<file path="config.mk">
export PLATFORM = sky130hd
export DESIGN_NAME = vga_rx_monitor
export DESIGN_NICKNAME = d
export VERILOG_FILES = /design/src/rtl/vga_rx_monitor.sv
export SDC_FILE = /design/constraint.sdc
export NUM_CORES = 1
export LEC_CHECK = 0
export CAP_MARGIN = 20
export CORE_ASPECT_RATIO = 1.75
export CORE_MARGIN = 5
export CORE_UTILIZATION = 53
export DETAILED_ROUTE_END_ITERATION = 10
export PLACE_DENSITY_LB_ADDON = 0.25
export SKIP_CTS_REPAIR_TIMING = 1
export SLEW_MARGIN = 30
export SYNTH_ARGS = -nofsm -noshare
export SYNTH_HDL_FRONTEND = slang
export SYNTH_SLANG_ARGS = --single-unit
</file>
<file path="constraint.sdc">
create_clock -name clk -period 5 [get_ports clk]
set_input_delay 1.5 -clock clk [delete_from_list [all_inputs] [get_ports clk]]
set_output_delay 1.5 -clock clk [all_outputs]
set_load 0.02 [all_outputs]
</file>
<file path="src/rtl/vga_rx_monitor.sv">
// vga_rx_monitor
//   Receive-side decoder for a 640x480 VGA stream. Oversamples the pixel
//   clock and syncs on clk, recovers pixel coordinates and a pixel-valid
//   stream, measures line/frame timing and locks after a run of clean frames.
//
// State table:
//   ST_SEARCH | waiting for the first VS falling edge; no pixels emitted
//   ST_SYNC   | counting consecutive error-free frames toward lock
//   ST_LOCKED | timing lock held; any timing error drops back to ST_SYNC
//
// Ports:
//   clk, reset                 system clock, synchronous active-high reset
//   VGA_CLK                    pixel clock, sampled as data
//   VGA_HS, VGA_VS             syncs, active low
//   VGA_BLANK_n                high during active video
//   VGA_R/G/B                  pixel colour
//   pix_valid/pix_x/pix_y/pix_rgb   recovered pixel stream
//   frame_start                pulse per VS falling edge
//   locked                     timing lock achieved
//   err_hlen/err_vlen/err_hact error pulses
//   err_count                  saturating sum of error pulses
//   line_len                   last measured line length in pixel strobes
module vga_rx_monitor #(
  parameter int HACTIVE     = 640,
  parameter int VACTIVE     = 480,
  parameter int HTOTAL_PIX  = 800,
  parameter int VTOTAL      = 525,
  parameter int LOCK_FRAMES = 2
) (
  input  logic        clk,
  input  logic        reset,
  input  logic        VGA_CLK,
  input  logic        VGA_HS,
  input  logic        VGA_VS,
  input  logic        VGA_BLANK_n,
  input  logic [7:0]  VGA_R,
  input  logic [7:0]  VGA_G,
  input  logic [7:0]  VGA_B,
  output logic        pix_valid,
  output logic [9:0]  pix_x,
  output logic [9:0]  pix_y,
  output logic [23:0] pix_rgb,
  output logic        frame_start,
  output logic        locked,
  output logic        err_hlen,
  output logic        err_vlen,
  output logic        err_hact,
  output logic [15:0] err_count,
  output logic [10:0] line_len
);

  localparam logic [9:0]  X_LAST  = 10'(HACTIVE - 1);
  localparam logic [9:0]  Y_LAST  = 10'(VACTIVE - 1);
  localparam logic [10:0] H_TOTAL = 11'(HTOTAL_PIX);
  localparam logic [10:0] V_TOTAL = 11'(VTOTAL);
  localparam logic [7:0]  LOCK_N  = 8'(LOCK_FRAMES);
  localparam logic [10:0] CNT_MAX = 11'h7FF;

  typedef enum logic [1:0] {
    ST_SEARCH = 2'd0,
    ST_SYNC   = 2'd1,
    ST_LOCKED = 2'd2
  } state_t;

  state_t state, state_n;
  logic [7:0] good, good_n, good_inc;

  // Input stage. Only VGA_CLK is needed from the second stage.
  logic        s1_clk, s1_hs, s1_vs, s1_bl;
  logic [23:0] s1_rgb;
  logic        s2_clk;

  logic        prev_hs, prev_vs, prev_bl;
  logic [9:0]  x_cnt, y_cnt;
  logic        x_full, hact_seen;
  logic [10:0] hlen, vlen;
  logic        frame_err;

  logic        stb, hs_fall, vs_fall, bl_fall, searching, pix_now;
  logic [9:0]  x_base, y_base;
  logic        x_full_base, hact_seen_base;
  logic        hlen_err, vlen_err, hact_err, err_any, frame_ok;
  logic [1:0]  err_sum;
  logic [16:0] err_total;

  assign stb       = s1_clk & ~s2_clk;
  assign hs_fall   = stb & ~s1_hs & prev_hs;
  assign vs_fall   = stb & ~s1_vs & prev_vs;
  assign bl_fall   = stb & ~s1_bl & prev_bl;
  assign searching = (state == ST_SEARCH);
  assign pix_now   = stb & s1_bl & ~searching;

  // An HS fall restarts the line on the same strobe it is seen.
  assign x_base         = hs_fall ? 10'd0 : x_cnt;
  assign x_full_base    = x_full & ~hs_fall;
  assign hact_seen_base = hact_seen & ~hs_fall;
  assign y_base         = vs_fall ? 10'd0 : y_cnt;

  // x_full marks that column HACTIVE-1 was already emitted on this line,
  // so any further pixel overruns the active width.
  assign hlen_err = hs_fall & (hlen != H_TOTAL) & ~searching;
  assign vlen_err = vs_fall & (vlen != V_TOTAL) & ~searching;
  assign hact_err = pix_now & x_full_base & ~hact_seen_base;
  assign err_any  = hlen_err | vlen_err | hact_err;
  assign frame_ok = ~frame_err & ~err_any;

  assign err_sum   = {1'b0, hlen_err} + {1'b0, vlen_err} + {1'b0, hact_err};
  assign err_total = {1'b0, err_count} + {15'd0, err_sum};
  assign good_inc  = good + 8'd1;

  always_ff @(posedge clk) begin
    if (reset) begin
      state <= ST_SEARCH;
      good  <= '0;
    end else begin
      state <= state_n;
      good  <= good_n;
    end
  end

  always_comb begin
    state_n = state;
    good_n  = good;
    case (state)
      ST_SEARCH: begin
        if (vs_fall) begin
          state_n = ST_SYNC;
          good_n  = '0;
        end
      end
      ST_SYNC: begin
        if (vs_fall) begin
          if (frame_ok) begin
            good_n = good_inc;
            if (good_inc >= LOCK_N) state_n = ST_LOCKED;
          end else begin
            good_n = '0;
          end
        end
      end
      ST_LOCKED: begin
        if (err_any) begin
          state_n = ST_SYNC;
          good_n  = '0;
        end
      end
      default: begin
        state_n = ST_SEARCH;
        good_n  = '0;
      end
    endcase
  end

  always_ff @(posedge clk) begin
    if (reset) begin
      s1_clk      <= 1'b0;
      s1_hs       <= 1'b0;
      s1_vs       <= 1'b0;
      s1_bl       <= 1'b0;
      s1_rgb      <= '0;
      s2_clk      <= 1'b0;
      prev_hs     <= 1'b0;
      prev_vs     <= 1'b0;
      prev_bl     <= 1'b0;
      x_cnt       <= '0;
      y_cnt       <= '0;
      x_full      <= 1'b0;
      hact_seen   <= 1'b0;
      hlen        <= '0;
      vlen        <= '0;
      frame_err   <= 1'b0;
      pix_valid   <= 1'b0;
      pix_x       <= '0;
      pix_y       <= '0;
      pix_rgb     <= '0;
      frame_start <= 1'b0;
      locked      <= 1'b0;
      err_hlen    <= 1'b0;
      err_vlen    <= 1'b0;
      err_hact    <= 1'b0;
      err_count   <= '0;
      line_len    <= '0;
    end else begin
      s1_clk <= VGA_CLK;
      s1_hs  <= VGA_HS;
      s1_vs  <= VGA_VS;
      s1_bl  <= VGA_BLANK_n;
      s1_rgb <= {VGA_R, VGA_G, VGA_B};
      s2_clk <= s1_clk;

      if (stb) begin
        prev_hs <= s1_hs;
        prev_vs <= s1_vs;
        prev_bl <= s1_bl;
      end

      pix_valid   <= pix_now;
      frame_start <= vs_fall;
      err_hlen    <= hlen_err;
      err_vlen    <= vlen_err;
      err_hact    <= hact_err;
      locked      <= (state == ST_LOCKED);
      err_count   <= err_total[16] ? 16'hFFFF : err_total[15:0];

      if (pix_now) begin
        pix_x   <= x_base;
        pix_y   <= y_base;
        pix_rgb <= s1_rgb;
        x_cnt   <= (x_base == X_LAST) ? x_base : x_base + 10'd1;
      end else if (hs_fall) begin
        x_cnt <= '0;
      end
      x_full    <= x_full_base | (pix_now & (x_base == X_LAST));
      hact_seen <= hact_seen_base | hact_err;

      if (vs_fall) begin
        y_cnt <= '0;
      end else if (bl_fall && (y_cnt != Y_LAST)) begin
        y_cnt <= y_cnt + 10'd1;
      end

      // hlen includes the strobe carrying the HS fall, hence restart at 1.
      if (hs_fall) begin
        line_len <= hlen;
        hlen     <= 11'd1;
      end else if (stb && (hlen != CNT_MAX)) begin
        hlen <= hlen + 11'd1;
      end

      // A coincident HS fall is line 0 of the new frame.
      if (vs_fall) begin
        vlen <= hs_fall ? 11'd1 : 11'd0;
      end else if (hs_fall && (vlen != CNT_MAX)) begin
        vlen <= vlen + 11'd1;
      end

      if (vs_fall) begin
        frame_err <= 1'b0;
      end else if (err_any) begin
        frame_err <= 1'b1;
      end
    end
  end

endmodule

</file>
==> run metrics <==
Root Buffer=clkbuf_16; Post-synth EDFFs=0; total die area=about 15000 sq um; GP Congestion=between 0.8 and 0.9; FILL cells=between 900 and 1000; initial drt markers=around 340; RR Endpoint=err_count[1]$_SDFF_PP0_; GR Overflow Total=0; status=finished clean; post-synth top area cell=dfxtp_1; clock latency on the worst-skew pair=about 420 ps; CTS tree=done; Min-Delay Endpoint=pix_rgb[11]$_SDFFE_PP0P_; share of Yosys cell area claimed by the top area cell type=between 50% and 60%; Tcrit/Tclk final=approximately 73%; Ant. Diodes=0; PortBufs=106; fmax=273 MHz; Tmin final=around 3700 ps; Post-Syn Nets=~780; final worst slack=about 1300 ps; Vias=~5500; Worst-Margin Slew=877 ps; R2R Path Start=hlen[0]$_SDFFE_PP0P_; Starting Density=a little over half; Crit path max-delay family=adder cells; DRC=0; HPWL Detailed=10.7 mm; Worst Setup Start Kind=flip-flop; flops & latches, synth=about 160; worst hold path startpoint=s1_rgb[11]$_SDFF_PP0_; max incr delay on CP=about 510 ps; slowest CP cell=fa_1; unrepaired setup endpoints after global routing=false; share of layout cells above drive strength 1=6.18%; first-pass GRT wire length=~26 mm; most frequent cells in the layout=164 x dfxtp_1, 105 x clkdlybuf4s50_1, 100 x nand2_1; Min-Delay Path Class=reg2reg; Worst Path Arrival=slightly below 4000 ps; Synth Instances=around 740; VDD IR max=~0.00024 V; CTS Buf Count=17; Synth cell types=58; synthesized area per cell=8.84 sq um; Die Y-Extent=~160 microns; Synth Flop Type=dfxtp_1; clk sinks=164; largest net degree at the start of global routing=between 60 and 70; critical-path maximum fanout=13; Final nets=872; post-place setup slack=approximately 1400 ps; Worst R2R Setup Slack=around 1300 ps; P&R area growth vs syn=26.3%; reg2reg path depth=11; sequential area share after synthesis=between 50% and 60%; via/cell ratio=~5.4; Tot GR Track Use=21.5%; Setup Viol. Count Final=0; Pins Over Slew Limit=0; Pre-Repair DR Iteration Count=4; Post-DRT Antenna Nets=0; PwrDens=roughly 320 nW/um^2; row cnt=53; H-tree levels=4; Worst Path Required=between 5000 and 6000 ps; worst hold stages=2; drt wl/cell=15.3 microns; antenna violations before repair=0; Boundary Pins=around 110; Routed WL=approximately 15 mm; Worst Path Buf+Inv=1; async set-reset flop share out of synthesis=0%; Area contributors post-synth=dfxtp_1 50%, a21oi_1 6.3%, nand2_1 5.8%; Max-slew headroom=between 40% and 50%; Yosys warning total=0; core area=roughly 12000 sq um; Area after DPL=around 7700 sq um; type of destination of the critical path=flip-flop; final hold violation count=0; commonest non-fill, non-tap cell in the layout=dfxtp_1; sum of negative setup slack=0 ps; clock-pin slew on the worst setup and hold paths=approximately 70 ps; vias in the first global route=~5500; synthesized cell area=~6500 sq um; CP Class=reg2reg; chip width=approximately 94 microns; maximum buffer depth of the clock tree=2; CP Cell Sequence=inv_1, ha_1, and4b_1, a311oi_2, fa_1, ha_1, fa_1, and4_1, nand2_1, or3_1, a21oi_1; Max Cap Viol=0; hold_ws=roughly 440 ps; Final Cell Area=between 8000 and 9000 sq um; leakage=between 0.002 and 0.003 uW; Post-Route Skew=a little under 10 ps
-- how the worst max path moves through the flow --
stage | slack [ps] | cells past startpoint | start | endpoint
2_1_floorplan | 1480 | 13 | state[1]$_SDFFE_PP0P_ | err_count[10]$_SDFF_PP0_
3_3_place_gp | 1480 | 11 | hlen[0]$_SDFFE_PP0P_ | err_count[0]$_SDFF_PP0_
3_5_place_dp | 1360 | 11 | hlen[0]$_SDFFE_PP0P_ | err_count[1]$_SDFF_PP0_
4_1_cts | 1330 | 11 | hlen[0]$_SDFFE_PP0P_ | err_count[1]$_SDFF_PP0_
5_1_grt | 1100 | 11 | hlen[0]$_SDFFE_PP0P_ | err_count[9]$_SDFF_PP0_
6_report | 1330 | 11 | hlen[0]$_SDFFE_PP0P_ | err_count[1]$_SDFF_PP0_
-- metrics by stage --
| stage | std cells | util (%) | total power, uW |
|---|---|---|---|
| final | 1007 | 68.2 | 2610 |
| after global routing | 1007 | 68.2 | 2690 |
| after CTS | 1007 | 68.2 | 2630 |
| after detailed placement | 976 | 63.7 | 1430 |
| after global placement | 976 | 63.7 | 1420 |
| after floorplan | 737 | - | 1390 |
-- routing by layer --
metal  GRT usage [%]  vias up  part of all wire [%]  wire (microns)
met5               0        -                     0               0
met4            8.75        0                   2.3             359
met3            4.09       26                   4.7             725
met2            39.2      153                    53            8230
met1            24.0     2608                    40            6130
li1                -     2686                     -               -
-- layout make-up --
class / instances / area [sq um] / share of cell area [%]
sequential: 164 / 3280 / 39.9
multi-input combinational: 515 / 3020 / 36.7
timing repair buffer: 112 / 1100 / 13.4
tap: 165 / 206 / 2.51
clock inverter: 13 / 118 / 1.43
inverter: 20 / 75.1 / 0.912
clock buffer: 18 / 429 / 5.21
-- tightest hold or removal path: cells and delay by family (launching register included) --
| family | cells | cell delay, ps |
|---|---|---|
| DFF | 1 | 300 |
| and+or+nand+nor | 1 | 50 |
| AOI/OAI and AO/OA | 1 | 50 |
-- Yosys cell counts (all sizes together) (12+ instances only) --
| library cell | count |
|---|---|
| xnor2 | 23 |
| nand2 | 100 |
| nor3 | 16 |
| a21oi | 82 |
| and3 | 21 |
| dfxtp | 164 |
| clkbuf | 33 |
| nor2 | 83 |
| nand4 | 12 |
| nand3 | 17 |
| nor2b | 32 |
| xor2 | 21 |
| inv | 20 |
-- power breakdown --
group	internal (uW)	switching [uW]
Combinational	33.7	35.4
Sequential	1320	7.34
Clock	652	558
-- logic make-up (layout without fill, tap and decap cells) --
family | count (synthesis) | count (layout) | share of synthesized area [%]
AO/OA/AOI/OAI | 123 | 123 | 11.5
buffers and inverters | 58 | 163 | 3.38
flip-flops | 164 | 164 | 50.4
AND/OR/NAND/NOR | 329 | 329 | 25.2
XOR/XNOR | 44 | 44 | 5.91
adder cells (fa/ha/maj) | 12 | 12 | 2.53
multiplexers | 7 | 7 | 1.08
-- flip-flops by register name, summed over array words and instances, names as in the netlist, 2 cells and up --
name	count
line_len	11
pix_y	10
s1_rgb	24
pix_x	10
pix_rgb	24
hlen	11
y_cnt	10
state	2
x_cnt	10
good	8
err_count	16
vlen	11
Power figures use the tool's default switching activity.
